### config.mk
export PLATFORM = sky130hd
export DESIGN_NAME = md_ctrl
export DESIGN_NICKNAME = d
export VERILOG_FILES = /design/src/rtl/md_pkg.sv /design/src/rtl/md_busy_timer.sv /design/src/rtl/md_ctrl.sv
export SDC_FILE = /design/constraint.sdc
export NUM_CORES = 1
export LEC_CHECK = 0
export ABC_AREA = 1
export CAP_MARGIN = 20
export CORE_MARGIN = 2
export CORE_UTILIZATION = 30
export CTS_CLUSTER_DIAMETER = 200
export DETAILED_ROUTE_END_ITERATION = 7
export GPL_ROUTABILITY_DRIVEN = 0
export PLACE_DENSITY_LB_ADDON = 0.25
export SETUP_SLACK_MARGIN = 0.02
export SYNTH_ARGS = -nofsm -noshare
export SYNTH_HDL_FRONTEND = slang
export SYNTH_SLANG_ARGS = --single-unit
### constraint.sdc
create_clock -name Clk -period 4.2 [get_ports Clk]
set_input_delay 0.42 -clock Clk [delete_from_list [all_inputs] [get_ports Clk]]
set_output_delay 0.42 -clock Clk [all_outputs]
set_load 0.02 [all_outputs]
### src/rtl/md_pkg.sv
// md_pkg - shared definitions for the multiply/divide issue controller.
// Holds the MD op-code constants, the default unit latencies, the timer
// width and the controller state encoding, plus small op-class helpers.
package md_pkg;

    localparam int MUL_LAT_DEF = 5;
    localparam int DIV_LAT_DEF = 10;

    // Wide enough for any latency the unit could plausibly need.
    localparam int CNT_W = 16;

    localparam logic [3:0] OP_NONE      = 4'd0;
    localparam logic [3:0] OP_MUL_FIRST = 4'd1;
    localparam logic [3:0] OP_MUL_LAST  = 4'd6;
    localparam logic [3:0] OP_MTHI      = 4'd7;
    localparam logic [3:0] OP_MTLO      = 4'd8;
    localparam logic [3:0] OP_MFHI      = 4'd9;
    localparam logic [3:0] OP_MFLO      = 4'd10;
    localparam logic [3:0] OP_DIV       = 4'd14;
    localparam logic [3:0] OP_DIVU      = 4'd15;

    typedef enum logic [1:0] {
        ST_IDLE = 2'd0,
        ST_MUL  = 2'd1,
        ST_DIV  = 2'd2
    } mdState_t;

    function automatic logic isMulOp(input logic [3:0] op);
        return (op >= OP_MUL_FIRST) && (op <= OP_MUL_LAST);
    endfunction

    function automatic logic isDivOp(input logic [3:0] op);
        return (op == OP_DIV) || (op == OP_DIVU);
    endfunction

    function automatic logic isMfOp(input logic [3:0] op);
        return (op == OP_MFHI) || (op == OP_MFLO);
    endfunction

    // Codes 0 and 11-13 are not MD instructions and are ignored.
    function automatic logic isMdOp(input logic [3:0] op);
        return isMulOp(op) || isDivOp(op) || (op >= OP_MTHI && op <= OP_MFLO);
    endfunction

endpackage

### src/rtl/md_busy_timer.sv
// md_busy_timer - down-counter tracking how many busy cycles remain for the
// operation in flight in the MD unit.
// Ports:
//   Clk, Rst      clock and synchronous active-high reset (clears the count)
//   LoadVal_i     latency loaded when an operation starts
//   Load_i        load strobe (takes priority over decrement)
//   Dec_i         decrement enable, held while the controller is busy
//   Zero_o        the count reaches zero on the coming edge
module md_busy_timer
    import md_pkg::*;
(
    input  logic             Clk,
    input  logic             Rst,
    input  logic [CNT_W-1:0] LoadVal_i,
    input  logic             Load_i,
    input  logic             Dec_i,
    output logic             Zero_o
);

    logic [CNT_W-1:0] cnt_q;

    always_ff @(posedge Clk) begin
        if (Rst) begin
            cnt_q <= '0;
        end else if (Load_i) begin
            cnt_q <= LoadVal_i;
        end else if (Dec_i && (cnt_q != '0)) begin
            cnt_q <= cnt_q - 1'b1;
        end
    end

    // Looking one step ahead lets the FSM leave its busy state on the same
    // edge the count goes 1->0; a count already at zero also releases it so
    // a zero latency can never lock the controller up.
    assign Zero_o = Dec_i && (cnt_q < CNT_W'(2));

endmodule

### src/rtl/md_ctrl.sv
// md_ctrl - issue controller sitting between the pipeline and the
// multiply/divide unit. Accepts MD-class requests in the same cycle when the
// unit is idle, starts multiplies and divides, stalls the pipeline while an
// operation is in flight and counts stall cycles.
// Ports:
//   Clk, Rst            clock and synchronous active-high reset (shared with the MD unit)
//   ReqValid/ReqOp      MD request from the pipeline and its op code
//   ReqA/ReqB           rs/rt operands
//   Flush               squash the presented request
//   MdOp/MdStart        op code and one-cycle start pulse to the MD unit
//   MdA/MdB             operands to the MD unit (always pass-through)
//   Stall               freeze the issuing stage
//   Busy                multiply/divide in flight
//   MfValid             MFHI/MFLO accepted, unit result valid this cycle
//   StallCnt            saturating count of stall cycles
module md_ctrl
    import md_pkg::*;
#(
    parameter int MUL_LAT = MUL_LAT_DEF,
    parameter int DIV_LAT = DIV_LAT_DEF
) (
    input  logic        Clk,
    input  logic        Rst,
    input  logic        ReqValid,
    input  logic [3:0]  ReqOp,
    input  logic [31:0] ReqA,
    input  logic [31:0] ReqB,
    input  logic        Flush,
    output logic [3:0]  MdOp,
    output logic        MdStart,
    output logic [31:0] MdA,
    output logic [31:0] MdB,
    output logic        Stall,
    output logic        Busy,
    output logic        MfValid,
    output logic [15:0] StallCnt
);

    localparam logic [CNT_W-1:0] MUL_LAT_C = CNT_W'(MUL_LAT);
    localparam logic [CNT_W-1:0] DIV_LAT_C = CNT_W'(DIV_LAT);

    mdState_t    state_q;
    logic        busy_q;
    logic [15:0] stallCnt_q;
    logic [15:0] stallCnt_d;

    logic reqOk;
    logic isIdle;
    logic accept;
    logic startMul;
    logic startDiv;
    logic timerZero;

    // Reset masks the request so every pipeline-facing output is quiet
    // while Rst is high, whatever state the registers hold.
    assign reqOk    = ReqValid && !Flush && !Rst && isMdOp(ReqOp);
    assign isIdle   = (state_q == ST_IDLE);
    assign accept   = reqOk && isIdle;
    assign startMul = accept && isMulOp(ReqOp);
    // A divide by zero is accepted but never started, so HI/LO keep their value.
    assign startDiv = accept && isDivOp(ReqOp) && (ReqB != 32'd0);

    assign MdOp     = accept ? ReqOp : OP_NONE;
    assign MdStart  = startMul || startDiv;
    assign MfValid  = accept && isMfOp(ReqOp);
    assign Stall    = reqOk && !isIdle;
    assign MdA      = ReqA;
    assign MdB      = ReqB;
    assign Busy     = busy_q;
    assign StallCnt = stallCnt_q;

    md_busy_timer u_timer (
        .Clk       (Clk),
        .Rst       (Rst),
        .LoadVal_i (startMul ? MUL_LAT_C : DIV_LAT_C),
        .Load_i    (MdStart),
        .Dec_i     (!isIdle),
        .Zero_o    (timerZero)
    );

    // Busy is registered next to the state so it is a clean flop output.
    // Flush never touches an operation already in flight.
    always_ff @(posedge Clk) begin
        if (Rst) begin
            state_q <= ST_IDLE;
            busy_q  <= 1'b0;
        end else begin
            case (state_q)
                ST_IDLE: begin
                    if (startMul) begin
                        state_q <= ST_MUL;
                        busy_q  <= 1'b1;
                    end else if (startDiv) begin
                        state_q <= ST_DIV;
                        busy_q  <= 1'b1;
                    end
                end
                ST_MUL, ST_DIV: begin
                    if (timerZero) begin
                        state_q <= ST_IDLE;
                        busy_q  <= 1'b0;
                    end
                end
                default: begin
                    state_q <= ST_IDLE;
                    busy_q  <= 1'b0;
                end
            endcase
        end
    end

    always_comb begin
        stallCnt_d = stallCnt_q;
        if (Stall && (stallCnt_q != 16'hFFFF)) begin
            stallCnt_d = stallCnt_q + 16'd1;
        end
    end

    always_ff @(posedge Clk) begin
        if (Rst) begin
            stallCnt_q <= 16'd0;
        end else begin
            stallCnt_q <= stallCnt_d;
        end
    end

endmodule

# Word level (Yosys, flattened, before mapping)
# Cells that the tools add are included.
dict set report word_totals {
  elab_cells 60
  out_inout_bits 88
  ff_bits 35
}
dict set report classes {
  n_lt_le_gt_ge 5
  mux 12
  reduce_logical 28
  add_sub_neg 2
  n_eq_ne 9
}
# cell n
set op_table {}
lappend op_table {{2-to-1 mux 16 bit} 2}
lappend op_table {{nonzero test 32 bit} 1}
lappend op_table {{adder 16 x 1 -> 16 bit (second input constant)} 1}
lappend op_table {{equality test 4 bit (second input constant)} 4}
lappend op_table {{< comparator 16 x 2 -> 1 bit (second input constant)} 1}
lappend op_table {{inequality test 16 bit (second input constant)} 1}
lappend op_table {{nonzero test 16 bit} 1}
lappend op_table {{subtractor 16 x 1 -> 16 bit (second input constant)} 1}
lappend op_table {{logical AND 1 bit} 14}
lappend op_table {{2-to-1 mux 4 bit} 2}
lappend op_table {{2-to-1 mux 2 bit} 3}
lappend op_table {{logical OR 1 bit} 5}
lappend op_table {{>= comparator 4 x 1 -> 1 bit (second input constant)} 1}
lappend op_table {{>= comparator 4 x 3 -> 1 bit (second input constant)} 1}
lappend op_table {{less-or-equal comparator 4 x 3 -> 1 bit (second input constant)} 1}
lappend op_table {{less-or-equal comparator 4 bit (second input constant)} 1}
lappend op_table {{one-hot mux 2 bit (2 select lines)} 1}
lappend op_table {{logical NOT 1 bit} 3}
lappend op_table {{2-to-1 mux 1 bit} 3}
lappend op_table {{inequality test 3 x 1 -> 1 bit (second input constant)} 1}
lappend op_table {{equality test 2 x 1 -> 1 bit (second input constant)} 1}
lappend op_table {{equality test 2 bit (second input constant)} 1}
lappend op_table {{logical NOT 2 bit} 1}
lappend op_table {{inequality test 2 bit (second input constant)} 1}
lappend op_table {{4 further kinds} 4}

# Longest topological paths before layout
dict set report logic_depth {
  ltp_word 11
  mapped_depth 13
}

# Modules after synthesis
# Synthesis repeated with hierarchy kept, for this count alone.
dict set report hier_totals {
  hier_cells 477
  area_unflattened_um2 3100.5
}
# module cells_per_inst instances area_per_inst_um2
set by_module_without_submodules {}
lappend by_module_without_submodules {md_ctrl 278 1 1895.6}
lappend by_module_without_submodules {md_busy_timer 199 1 1204.9}

# Worst setup path after synthesis
# OpenSTA, ideal clock, no wires.
dict set report synth_timing {
  kind {input to output}
  startpoint {input port Rst}
  endpoint {output port MfValid}
  path_slack_ps 2129
  required_ps 3780
  n_path_buf 1
  cell_stages 7
  t_arrival_ps 1651
  path_cell_list {buf_2 > nor2_1 > nand2_1 > o21bai_4 > nor2_4 > inv_1 > nor3b_1}
}
dict set report synth_via {
  elab_chain_len 5
}
# item line
set synth_rtl {}
lappend synth_rtl {{start, declared} md_ctrl.sv:23} ;# input logic Rst,
lappend synth_rtl {{logical NOT 1 bit} md_ctrl.sv:56} ;# assign reqOk = ReqValid && !Flush && !Rst && isMdOp(ReqOp);
lappend synth_rtl {{logical AND 1 bit (2 in a row)} md_ctrl.sv:56}
lappend synth_rtl {{logical AND 1 bit} md_ctrl.sv:58} ;# assign accept = reqOk && isIdle;
lappend synth_rtl {{logical AND 1 bit} md_ctrl.sv:65} ;# assign MfValid = accept && isMfOp(ReqOp);
lappend synth_rtl {{end, declared} md_ctrl.sv:35} ;# output logic MfValid,
# No other way between the ends.

# Worst setup path after layout
dict set report layout_timing {
  startpoint {input port ReqOp[2]}
  endpoint {output port MdStart}
}
dict set report layout_via {
  elab_chain_len 9
}
# item line
set layout_rtl {}
lappend layout_rtl {{start, declared} md_ctrl.sv:25} ;# input logic [3:0] ReqOp,
lappend layout_rtl {{>= comparator 4 x 1 -> 1 bit (tied with other cells)} md_pkg.sv:29} ;# return (op >= OP_MUL_FIRST) && (op <= OP_MUL_LAST);
lappend layout_rtl {{logical AND 1 bit or logical OR 1 bit (tied branches)} {md_pkg.sv:29, md_pkg.sv:33}}
lappend layout_rtl {{logical OR 1 bit (2 in a row)} md_pkg.sv:42} ;# return isMulOp(op) || isDivOp(op) || (op >= OP_MTHI && op <= OP_MFLO);
lappend layout_rtl {{logical AND 1 bit} md_ctrl.sv:56}
lappend layout_rtl {{logical AND 1 bit} md_ctrl.sv:58}
lappend layout_rtl {{logical AND 1 bit (2 in a row)} md_ctrl.sv:61} ;# assign startDiv = accept && isDivOp(ReqOp) && (ReqB != 32'd0);
lappend layout_rtl {{logical OR 1 bit (*)} md_ctrl.sv:64} ;# assign MdStart = startMul || startDiv;
lappend layout_rtl {{end, declared} md_ctrl.sv:30} ;# output logic MdStart,
# Every way passes the cells marked *; elsewhere a longest branch is shown, timed or not.

==> results.cfg <==
[routing]
routed_wirelength_um = 7340
route.detailed.vias_per_inst = 4.54
first_iter_violations = 81
route.antenna.remaining_nets = 0
overall_via_count_from_detail_route = 2704
drcViolationCount = 0
wl_per_cell_um = 12.3
firstDrtPassIters = 4

[worst_setup_path]
worst-path-buf-inv = 3
worstReg2RegEnd = StallCnt[7]
timing.critical_path.max_delay_family = buffers and inverters
timing.critical_path.depth = 10
critPathRequiredTime_ns = 3.78
r2r-start = StallCnt[1]
worstSetupStartpointType = input port
chain_of_cells_forming_the_critical_path = clkdlybuf4s50_1 > inv_1 > nor2_2 > nand2_1 > nand2_4 > o21bai_4 > nor2_4 > nand2_4 > nand2_2 > clkdlybuf4s50_1
path_class = input port to output port
arrival_ns = 2.57
timing.critical_path.to_type = output port
crit_path_top_delay_cell = clkdlybuf4s50_1
setup.reg_to_reg.worst_slack_ns = 2.18
critical_path.max_fanout = 31
slowest_delay_ns = 0.63
reg2reg_depth = 12

[global_route]
grt.total_usage = 0.139
wire_length_of_the_first_global_routing_pass_um = 12000
pin_count_of_the_biggest_net_entering_global_routing = 32
antenna_violations_before_repair = 0
grt_overflow_total = 0
number_of_global_route_vias_before_repair = 2570

[timing]
rsz0062_at_grt = false
final_hold_viol_count = 0
timing.final.crit_period_ns = 2.99
relSlewSlack = 0.680
timing.final.max_slew_violations = 0
timing_worst_slew_pin_value_ns = 0.481
max_clk_rate_mhz = 335
setup_total_negative_slack_ns = 0
timing.clock.skew_ns = 0.0161
final_period_util = 0.711
finalSetupViolCount = 0

[floorplan]
die-width_um = 103
std_cell_rows = 36
floorplan.initialDensity = 0.305
io-pin-count = 160
design.die.area_um2 = 10700
die_extent_in_y_um = 103
core_region_area_um2 = 9680

[min_path]
timing.hold.worst.start = state_q[1]
whs_path_depth = 2
min_path_type = flip-flop to flip-flop
whs_endpoint = state_q[1]

[yosys]
post_synth.cell_area_avg_um2 = 6.75
synthesis.nets = 514
synth-edff-count = 0
synth-seq-cells = 35
sequential_element_share_of_the_synthesized_area = 0.237
ys_types = 33
synth.cell_area_um2 = 2960
synth_async_sr_flop_share = 0
synth_ff_type = dfxtp_1
postSynthCellCount = 438
yosysWarnings = 0

[clock_network]
tritoncts = built
cts-root-buf = clkbuf_8
clk-insertion-delay-late_ns = 0.29
hold_buffers = 0
cts_made_buffers = 5
resized_gates_after_cts = 0
clock_sink_count = 35
cts.repair_timing.setup_buffer_count = 0
clockBufferDepth = 2
cts_h_tree_depth = 2
clkTransAtPathRegs_ns = 0.08

[power]
power_frac_seq = 0.407
netSwitchingPower_w = 0.000275
peakVddDrop_uv = 112
total_power_w = 0.000846
leakage_power_total_nw = 1.46
switching_share = 0.325
power_frac_clock = 0.286
power_report.internal_total_w = 0.000572
power_per_cell_area_nw_per_um2 = 236
combPwrFrac = 0.307

[run_status]
status = finished, final reports clean

[final_layout]
final_layout_size_suffix_gt1_frac = 0.0756
num_antenna_cells = 0
finish.net_count = 539
finish.utilization = 0.371
area_grow_syn2layout_pct = 21.4

[place]
dp_hpwl_um = 5580
port-buffer-count = 95

[run]
timing.max_cap.violations = 0
## power by group through the flow
stage               Clock (W)  Sequential, W  Combinational [W]
floorplan                   0       0.000351           0.000229
global placement            0       0.000352           0.000259
detailed placement          0       0.000352           0.000261
CTS                  0.000251       0.000344           0.000262
global route         0.000267       0.000345           0.000289
finish               0.000242       0.000344           0.000260
## state kept, by name (all words and copies together), names as in the netlist
register / flops
u_timer.cnt_q: 16
StallCnt: 16
state_q: 2
Busy: 1
## metal layers
layer	routed length, um	GRT usage
met2	3600	0.231
met4	59	0.0314
met1	3400	0.185
met5	0	0
met3	282	0.0323
## layout make-up
| type | count | area [um^2] |
|---|---|---|
| Inverter | 38 | 144 |
| Clock buffer | 5 | 68.8 |
| Clock inverter | 2 | 13.8 |
| Timing Repair Buffer | 97 | 966 |
| Sequential cell | 35 | 701 |
| Tap cell | 133 | 166 |
| Fill cell | 1030 | 6090 |
| Multi-Input combinational cell | 286 | 1530 |
## cells in the mapped netlist, types with 2 or more instances
library cell,instances,area (um^2)
buf_6,4,45.0
nor2_1,79,297
a21oi_2,4,35.0
clkbuf_1,3,11.3
nor2_4,4,45.0
a31oi_1,5,31.3
ha_1,4,50.1
xnor2_1,9,78.8
nand3b_1,2,15.0
buf_4,66,495
o21ai_0,3,15.0
nand2_4,2,22.5
nand3_2,3,30.0
nand2_2,6,37.5
a21oi_1,19,95.1
dfxtp_1,35,701
nand3_1,16,80.1
o21ai_1,3,15.0
inv_1,36,135
buf_2,6,30.0
nor3_1,4,20.0
nand2_1,71,267
xor2_1,11,96.3
nand4_1,33,206
nor2_2,2,12.5
## worst min-delay path: stages, from the launching register on
cell	delay, ns
dfxtp_1	0.30
inv_1	0.06
a21oi_1	0.06
## layout by cell type (no fill, tap or decap), drive strengths merged
cell type / n
buf: 2
nor2: 86
xnor2: 9
dfxtp: 35
nand3b: 2
a31oi: 6
o21ai: 6
clkdlybuf4s50: 95
clkbuf: 5
xor2: 11
nand2: 79
o21a: 1
inv: 37
nor3: 4
nand3: 19
nor3b: 1
a21boi: 1
a21oi: 23
ha: 4
nand4: 33
clkinv: 3
o21bai: 1
## stage by stage
step	hold slack, ns	setup slack (ns)	instance area (um^2)	std cells
after floorplan	0.434	2.13	2960	438
final	0.459	1.21	3590	596
after CTS	0.465	1.20	3590	596
after detailed placement	0.450	1.21	3510	589
after global placement	0.445	1.29	3510	589
after global routing	0.494	1.03	3590	596
## worst max-delay path by stage
stage	from	slack [ns]	end
after CTS	ReqOp[2]	1.20	MdStart
after global routing	ReqOp[2]	1.03	MdStart
after global placement	ReqOp[2]	1.29	MdStart
final	ReqOp[2]	1.21	MdStart
after detailed placement	ReqOp[2]	1.21	MdStart
after floorplan	Rst	2.13	MfValid
## logic make-up after synthesis
family                     count (synthesis)  synth area share
DFF                                       35             0.237
and+or+nand+nor                          224             0.358
adders and majority gates                  4            0.0169
buffers and inverters                    117             0.245
xor gates and xnor gates                  20            0.0592
AOI/OAI and AO/OA                         38            0.0833
(Power assumes the default switching activity.)
